$ cat src/rtl/axi_arb_pkg.sv
// Shared encodings for axi_lite_master_arbiter: FSM state codes and BRESP values.
package axi_arb_pkg;

  // Read channel FSM states
  localparam logic [1:0] R_IDLE = 2'd0;
  localparam logic [1:0] R_ADDR = 2'd1;
  localparam logic [1:0] R_DATA = 2'd2;

  // Write channel FSM states
  localparam logic [1:0] W_IDLE = 2'd0;
  localparam logic [1:0] W_ADDR = 2'd1;
  localparam logic [1:0] W_RESP = 2'd2;

  // AXI response codes
  localparam logic [1:0] OKAY   = 2'b00;
  localparam logic [1:0] SLVERR = 2'b10;

endpackage

$ cat src/rtl/rr_picker.sv
// Request picker for axi_lite_master_arbiter.
// Default: round-robin starting one past 'last'.
// With ARB_FIXED_PRIORITY_EN defined: lowest index wins and 'last' is ignored.
module rr_picker #(
  parameter int unsigned MASTERS = 2,
  localparam int unsigned IDXW = $clog2(MASTERS)
) (
  input  logic [MASTERS-1:0] req,
  input  logic [IDXW-1:0]    last,
  output logic [IDXW-1:0]    winner,
  output logic               any
);

  logic found;

`ifdef ARB_FIXED_PRIORITY_EN
  logic unused_last;
  assign unused_last = ^last;

  // Lowest requesting index wins
  always_comb begin
    winner = '0;
    found  = 1'b0;
    any    = |req;
    for (int unsigned k = 0; k < MASTERS; k++) begin
      if (!found && req[IDXW'(k)]) begin
        found  = 1'b1;
        winner = IDXW'(k);
      end
    end
  end
`else
  int unsigned idx;

  // First requester found searching upward from last+1, wrapping modulo MASTERS
  always_comb begin
    winner = '0;
    found  = 1'b0;
    idx    = 0;
    any    = |req;
    for (int unsigned k = 1; k <= MASTERS; k++) begin
      idx = (32'(last) + k) % MASTERS;
      if (!found && req[IDXW'(idx)]) begin
        found  = 1'b1;
        winner = IDXW'(idx);
      end
    end
  end
`endif

endmodule

$ cat src/rtl/axi_lite_master_arbiter.sv
// Shares one AXI-Lite upstream port (rv_axi_*) between MASTERS requesters.
// Read and write channels are arbitrated independently; a grant is held until
// the channel's transaction retires (R handshake / B handshake).
// Optional macro ARB_FIXED_PRIORITY_EN selects fixed priority instead of round-robin.
module axi_lite_master_arbiter
  import axi_arb_pkg::*;
#(
  parameter int unsigned MASTERS  = 2,
  parameter int unsigned BUSWIDTH = 32,
  localparam int unsigned IDXW = $clog2(MASTERS)
) (
  input  logic                         clk,
  input  logic                         rst,
  // Per-master side
  input  logic [32*MASTERS-1:0]        m_axi_araddr,
  input  logic [3*MASTERS-1:0]         m_axi_arprot,
  input  logic [MASTERS-1:0]           m_axi_arvalid,
  output logic [MASTERS-1:0]           m_axi_arready,
  output logic [BUSWIDTH*MASTERS-1:0]  m_axi_rdata,
  output logic [MASTERS-1:0]           m_axi_rvalid,
  input  logic [MASTERS-1:0]           m_axi_rready,
  input  logic [32*MASTERS-1:0]        m_axi_awaddr,
  input  logic [3*MASTERS-1:0]         m_axi_awprot,
  input  logic [MASTERS-1:0]           m_axi_awvalid,
  output logic [MASTERS-1:0]           m_axi_awready,
  input  logic [BUSWIDTH*MASTERS-1:0]  m_axi_wdata,
  input  logic [4*MASTERS-1:0]         m_axi_wstrb,
  input  logic [MASTERS-1:0]           m_axi_wvalid,
  output logic [MASTERS-1:0]           m_axi_wready,
  output logic [MASTERS-1:0]           m_b_valid,
  input  logic [MASTERS-1:0]           m_b_ready,
  output logic [2*MASTERS-1:0]         m_b_response,
  // Shared crossbar side
  output logic [31:0]                  rv_axi_araddr,
  output logic [2:0]                   rv_axi_arprot,
  output logic                         rv_axi_arvalid,
  input  logic                         rv_axi_arready,
  input  logic [BUSWIDTH-1:0]          rv_axi_rdata,
  input  logic                         rv_axi_rvalid,
  output logic                         rv_axi_rready,
  output logic [31:0]                  rv_axi_awaddr,
  output logic [2:0]                   rv_axi_awprot,
  output logic                         rv_axi_awvalid,
  input  logic                         rv_axi_awready,
  output logic [BUSWIDTH-1:0]          rv_axi_wdata,
  output logic [3:0]                   rv_axi_wstrb,
  output logic                         rv_axi_wvalid,
  input  logic                         rv_axi_wready,
  output logic                         rv_b_ready,
  input  logic                         rv_b_valid,
  input  logic [1:0]                   rv_b_response
);

  logic [1:0]      r_state, w_state;
  logic [IDXW-1:0] rgrant, wgrant;
  logic            aw_done, w_done;
  logic [IDXW-1:0] r_ptr, w_ptr;
  logic [IDXW-1:0] r_win, w_win;
  logic            r_any, w_any;

`ifdef ARB_FIXED_PRIORITY_EN
  assign r_ptr = '0;
  assign w_ptr = '0;
`else
  logic [IDXW-1:0] rlast, wlast;
  assign r_ptr = rlast;
  assign w_ptr = wlast;
`endif

  // Unpacked views of the flat per-master buses
  logic [31:0]         araddr_a [MASTERS];
  logic [2:0]          arprot_a [MASTERS];
  logic [31:0]         awaddr_a [MASTERS];
  logic [2:0]          awprot_a [MASTERS];
  logic [BUSWIDTH-1:0] wdata_a  [MASTERS];
  logic [3:0]          wstrb_a  [MASTERS];
  logic [BUSWIDTH-1:0] rdata_a  [MASTERS];
  logic [1:0]          bresp_a  [MASTERS];

  for (genvar i = 0; i < MASTERS; i++) begin : g_flat
    assign araddr_a[i] = m_axi_araddr[i*32 +: 32];
    assign arprot_a[i] = m_axi_arprot[i*3 +: 3];
    assign awaddr_a[i] = m_axi_awaddr[i*32 +: 32];
    assign awprot_a[i] = m_axi_awprot[i*3 +: 3];
    assign wdata_a[i]  = m_axi_wdata[i*BUSWIDTH +: BUSWIDTH];
    assign wstrb_a[i]  = m_axi_wstrb[i*4 +: 4];
    assign m_axi_rdata[i*BUSWIDTH +: BUSWIDTH] = rdata_a[i];
    assign m_b_response[i*2 +: 2] = bresp_a[i];
  end

  rr_picker #(
    .MASTERS (MASTERS)
  ) u_rd_pick (
    .req    (m_axi_arvalid),
    .last   (r_ptr),
    .winner (r_win),
    .any    (r_any)
  );

  rr_picker #(
    .MASTERS (MASTERS)
  ) u_wr_pick (
    .req    (m_axi_awvalid),
    .last   (w_ptr),
    .winner (w_win),
    .any    (w_any)
  );

  // Handshakes as seen by the crossbar; AW/W valids are masked once their beat is done
  logic ar_fwd, ar_hs, r_hs, aw_fwd, aw_hs, w_fwd, w_hs, b_hs;
  assign ar_fwd = m_axi_arvalid[rgrant];
  assign ar_hs  = ar_fwd && rv_axi_arready;
  assign r_hs   = rv_axi_rvalid && m_axi_rready[rgrant];
  assign aw_fwd = m_axi_awvalid[wgrant] && !aw_done;
  assign aw_hs  = aw_fwd && rv_axi_awready;
  assign w_fwd  = m_axi_wvalid[wgrant] && !w_done;
  assign w_hs   = w_fwd && rv_axi_wready;
  assign b_hs   = rv_b_valid && m_b_ready[wgrant];

  // Read FSM: arbitrate, forward AR, then wait for the R beat
  always_ff @(posedge clk or posedge rst) begin
    if (rst) begin
      r_state <= R_IDLE;
      rgrant  <= '0;
`ifndef ARB_FIXED_PRIORITY_EN
      rlast   <= IDXW'(MASTERS - 1);
`endif
    end else begin
      case (r_state)
        R_IDLE: if (r_any) begin
          rgrant  <= r_win;
`ifndef ARB_FIXED_PRIORITY_EN
          rlast   <= r_win;
`endif
          r_state <= R_ADDR;
        end
        R_ADDR: if (ar_hs) r_state <= R_DATA;
        R_DATA: if (r_hs) r_state <= R_IDLE;
        default: r_state <= R_IDLE;
      endcase
    end
  end

  // Write FSM: arbitrate, collect AW and W in any order, then wait for B
  always_ff @(posedge clk or posedge rst) begin
    if (rst) begin
      w_state <= W_IDLE;
      wgrant  <= '0;
      aw_done <= 1'b0;
      w_done  <= 1'b0;
`ifndef ARB_FIXED_PRIORITY_EN
      wlast   <= IDXW'(MASTERS - 1);
`endif
    end else begin
      case (w_state)
        W_IDLE: if (w_any) begin
          wgrant  <= w_win;
`ifndef ARB_FIXED_PRIORITY_EN
          wlast   <= w_win;
`endif
          w_state <= W_ADDR;
        end
        W_ADDR: begin
          if ((aw_done || aw_hs) && (w_done || w_hs)) begin
            w_state <= W_RESP;
            aw_done <= 1'b0;
            w_done  <= 1'b0;
          end else begin
            if (aw_hs) aw_done <= 1'b1;
            if (w_hs)  w_done  <= 1'b1;
          end
        end
        W_RESP: if (b_hs) w_state <= W_IDLE;
        default: w_state <= W_IDLE;
      endcase
    end
  end

  // Read-channel routing between the granted master and the crossbar
  always_comb begin
    rv_axi_araddr  = '0;
    rv_axi_arprot  = '0;
    rv_axi_arvalid = 1'b0;
    rv_axi_rready  = 1'b0;
    m_axi_arready  = '0;
    m_axi_rvalid   = '0;
    for (int i = 0; i < MASTERS; i++) rdata_a[i] = '0;
    case (r_state)
      R_ADDR: begin
        rv_axi_araddr         = araddr_a[rgrant];
        rv_axi_arprot         = arprot_a[rgrant];
        rv_axi_arvalid        = ar_fwd;
        m_axi_arready[rgrant] = rv_axi_arready;
      end
      R_DATA: begin
        rdata_a[rgrant]      = rv_axi_rdata;
        m_axi_rvalid[rgrant] = rv_axi_rvalid;
        rv_axi_rready        = m_axi_rready[rgrant];
      end
      default: ;
    endcase
  end

  // Write-channel routing between the granted master and the crossbar
  always_comb begin
    rv_axi_awaddr  = '0;
    rv_axi_awprot  = '0;
    rv_axi_awvalid = 1'b0;
    rv_axi_wdata   = '0;
    rv_axi_wstrb   = '0;
    rv_axi_wvalid  = 1'b0;
    rv_b_ready     = 1'b0;
    m_axi_awready  = '0;
    m_axi_wready   = '0;
    m_b_valid      = '0;
    for (int i = 0; i < MASTERS; i++) bresp_a[i] = '0;
    case (w_state)
      W_ADDR: begin
        rv_axi_awaddr         = awaddr_a[wgrant];
        rv_axi_awprot         = awprot_a[wgrant];
        rv_axi_awvalid        = aw_fwd;
        rv_axi_wdata          = wdata_a[wgrant];
        rv_axi_wstrb          = wstrb_a[wgrant];
        rv_axi_wvalid         = w_fwd;
        m_axi_awready[wgrant] = rv_axi_awready && !aw_done;
        m_axi_wready[wgrant]  = rv_axi_wready && !w_done;
      end
      W_RESP: begin
        m_b_valid[wgrant] = rv_b_valid;
        bresp_a[wgrant]   = rv_b_response;
        rv_b_ready        = m_b_ready[wgrant];
      end
      default: ;
    endcase
  end

endmodule

$ cat config.mk
export PLATFORM = sky130hd
export DESIGN_NAME = axi_lite_master_arbiter
export DESIGN_NICKNAME = d
export VERILOG_FILES = /design/src/rtl/axi_arb_pkg.sv /design/src/rtl/rr_picker.sv /design/src/rtl/axi_lite_master_arbiter.sv
export SDC_FILE = /design/constraint.sdc
export NUM_CORES = 1
export LEC_CHECK = 0
export ABC_CLOCK_PERIOD_IN_PS = 1600
export CAP_MARGIN = 20
export CORE_AREA = 2 2 174 176
export CTS_CLUSTER_DIAMETER = 60
export DETAILED_ROUTE_END_ITERATION = 16
export DIE_AREA = 0 0 176 178
export PLACE_DENSITY_LB_ADDON = 0.1
export RECOVER_POWER = 100
export SYNTH_ARGS = -nofsm -noshare
export SYNTH_HDL_FRONTEND = slang
export SYNTH_SLANG_ARGS = --single-unit
$ cat constraint.sdc
create_clock -name clk -period 1.6 [get_ports clk]
set_clock_uncertainty 0.2 [all_clocks]
set_input_delay 0.32 -clock clk [delete_from_list [all_inputs] [get_ports clk]]
set_output_delay 0.32 -clock clk [all_outputs]
set_load 0.05 [all_outputs]
==> flow_summary.ini <==
[layout]
syn2layout_area_growth_pct = 363.4
drive_gt1_share_pct = 64.77
final_nets = 1158
fill_cells = 2755
final_area_um2 = 12470

[yosys]
syn_area_per_cell_um2 = 7.009
syn_nets = 647
yosys_warnings = 0
ys_seq_elements = 10
synth.distinct_cells = 27
seq_area_frac_synth_pct = 9.391
synth_area_um2 = 2691
netlist_instances = 384

[routing]
initialDrtViolationCount = 98
dr.pass1.iters = 3
post_drt_wl_per_cell_um = 17.21
vias = 4759
routed_via_density = 3.704
wl_mm = 22.11
ant_nets = 0
drc_errors = 0

[setup_path]
start_kind = flop
crit_buf_inv = 4
required_ns = 1.08
critPathArrivalTime_ns = 1.59
critPathMaxFanout = 19
worstSetupPathType = flop to primary output
crit_cells = 6
r2r_cells = 5
max_stage_delay_ns = 0.48
crit_path_frequent_cell = buf_12
worst_path_max_delay_cell = dfrtp_4
r2r_setup_slack_ns = -0.27
crit_chain = buf_12, buf_12, mux2i_1, buf_4, nor2_4, buf_12
r2r-end = w_state[1]
reg2reg_from = wgrant
endpoint_kind = primary output
critPathTopFamily = buffers and inverters

[clock_network]
numClockSinks = 10
holdBufCountCts = 0
cts_buffer_depth = 2
clockRootBuffer = clkbuf_16
htree_levels = 1
clk_pin_slew_ns = 0.05
cts_buffers = 3
clk_latency_ns = 0.23
cts_tree = yes

[placement]
gp_congestion = 0.7318
dpl_cell_area_um2 = 10940
io_buffers = 451
dp_hpwl_mm = 18.38

[sta]
setup_tns_ns = -82.75
setup_ws_ns = -0.5106
timing.final.crit_share_pct = 131.9
max_freq_mhz = 473.8
slew_viol_final = 0
worst-slew-pin-transition_ns = 0.4526
rsz0062_at_grt = yes
setup_viol = 195
min_period_ns = 2.111
slew_headroom_pct = 69.80
hold_viol_final = 0

[floorplanning]
die_h_um = 178
coreArea_um2 = 29400
ios = 452
die_width_um = 176
rows = 63
initial_core_util_pct = 9.154
die_area_um2 = 31330

[status]
violations = negative setup slack
status = finished, violations left

[global_route]
grt.total_usage_pct = 13.13
grt_max_degree = 23
antenna_found_initial = 0
grt_pass1_vias = 5167
grt_pass1_wl_mm = 31.37
grt_overflow = 0

[pwr]
p_leak_nw = 4.701
p_per_area_nw_per_um2 = 2077
peakVddDrop_uv = 1329
power.total_mw = 25.91

[flow_run]
max_cap_violations = 0

[hold_path]
min_path_type = input port to async pin
==> where the power goes <==
group / switching (mW) / leakage, nW / internal (mW)
Combinational: 12.8 / 4.54 / 12.0
Clock: 0.125 / 0.0442 / 0.377
Sequential: 0.156 / 0.116 / 0.409
Total: 13.1 / 4.70 / 12.8
==> logic make-up (layout without fill, tap and decap cells) <==
family,after synthesis,in the layout,share of synthesized area [%]
and+or+nand+nor,211,213,38.08
buffers and inverters,36,544,6.416
muxes,112,112,42.03
other,0,1,0
DFF,10,10,9.391
AOI/OAI and AO/OA,15,15,4.091
==> worst register-to-register path: stages (launching register included) <==
cell and delay [ns]:
dfrtp_4 0.48, buf_12 0.16, mux2_4 0.32, buf_6 0.13, a21o_4 0.21, a32o_1 0.25
==> area by class of cell <==
cell class	count	area [µm²]	share of cell area [%]
Multi-Input combinational cell	340	4156	33.33
Sequential cell	10	259.0	2.077
Inverter	3	16.27	0.1304
Antenna cell	1	2.502	0.02006
Timing Repair Buffer	537	7461	59.82
Clock buffer	4	88.84	0.7123
Tap cell	390	488.0	3.913
==> flip-flops by register name, summed over array words and instances, names as in the netlist <==
name	flops
r_ptr	1
w_state	2
w_ptr	1
rgrant	1
r_state	2
wgrant	1
w_done	1
aw_done	1
==> through the flow <==
step	hold WS (ns)	worst slack, ns	util, %	std cells
2_1_floorplan	-0.04125	-0.3517	-	384
3_3_place_gp	0.3149	-0.3825	37.21	1249
3_5_place_dp	0.3258	-0.3692	37.21	1249
4_1_cts	0.2287	-0.5201	40.81	1274
5_1_grt	0.3788	-0.5507	42.41	1284
6_report	0.3282	-0.5106	42.42	1285
==> synthesized netlist by cell type (all sizes together) <==
library cell	n	area [µm²]
nor2	113	424.2
mux2i	107	1071
and2	66	412.9
buf	23	123.9
clkbuf	10	37.54
dfrtp	8	200.2
nor3	8	40.04
nand2	7	26.28
a21oi	5	25.02
mux2	5	60.05
nand2b	5	31.28
nor2b	5	31.28
a31oi	4	25.02
a32o	3	30.03
inv	3	11.26
a21o	2	15.01
and4b	2	20.02
dfstp	2	52.55
nor3b	2	15.01
nor4b	2	17.52
a311oi	1	15.01
and3	1	6.260
==> cell usage in the layout, fill, tap and decap left out, drive strengths merged <==
cell type,netlist,routed
buf,23,269
clkdlybuf4s50,0,261
nor2,113,113
mux2i,107,107
and2,66,66
clkbuf,10,10
nor3,8,8
dfrtp,8,8
nand2,7,7
nand2b,5,7
mux2,5,5
a21oi,5,5
nor2b,5,5
a31oi,4,4
a32o,3,3
inv,3,3
nor4b,2,2
nor3b,2,2
and4b,2,2
dfstp,2,2
a21o,2,2
diode,0,1
and3,1,1
a311oi,1,1
dlygate4sd3,0,1
==> per-layer routing <==
metal,share of wire [%],global-route usage [%]
met4,0.79,1.515
met5,0,0
met2,56,26.08
met3,10,4.561
met1,34,13.53
==> worst max-delay path by stage <==
stage                         start          endpoint  slack [ns]
floorplan                w_state[1]   m_axi_wready[0]       -0.35
global placement    m_axi_rready[1]     rv_axi_rready       -0.38
detailed placement  m_axi_rready[0]     rv_axi_rready       -0.37
CTS                          wgrant  rv_axi_wdata[11]       -0.52
global route                 wgrant  rv_axi_wdata[11]       -0.55
finish                       wgrant  rv_axi_wdata[11]       -0.51
==> repair_timing <==
action	4_1_cts	5_1_grt
buffers inserted	14	7
pin swaps	19	28
resized for setup	160	65
endpoints found under the setup margin	194	195
gates cloned	7	7
(Power assumes the default switching activity.)
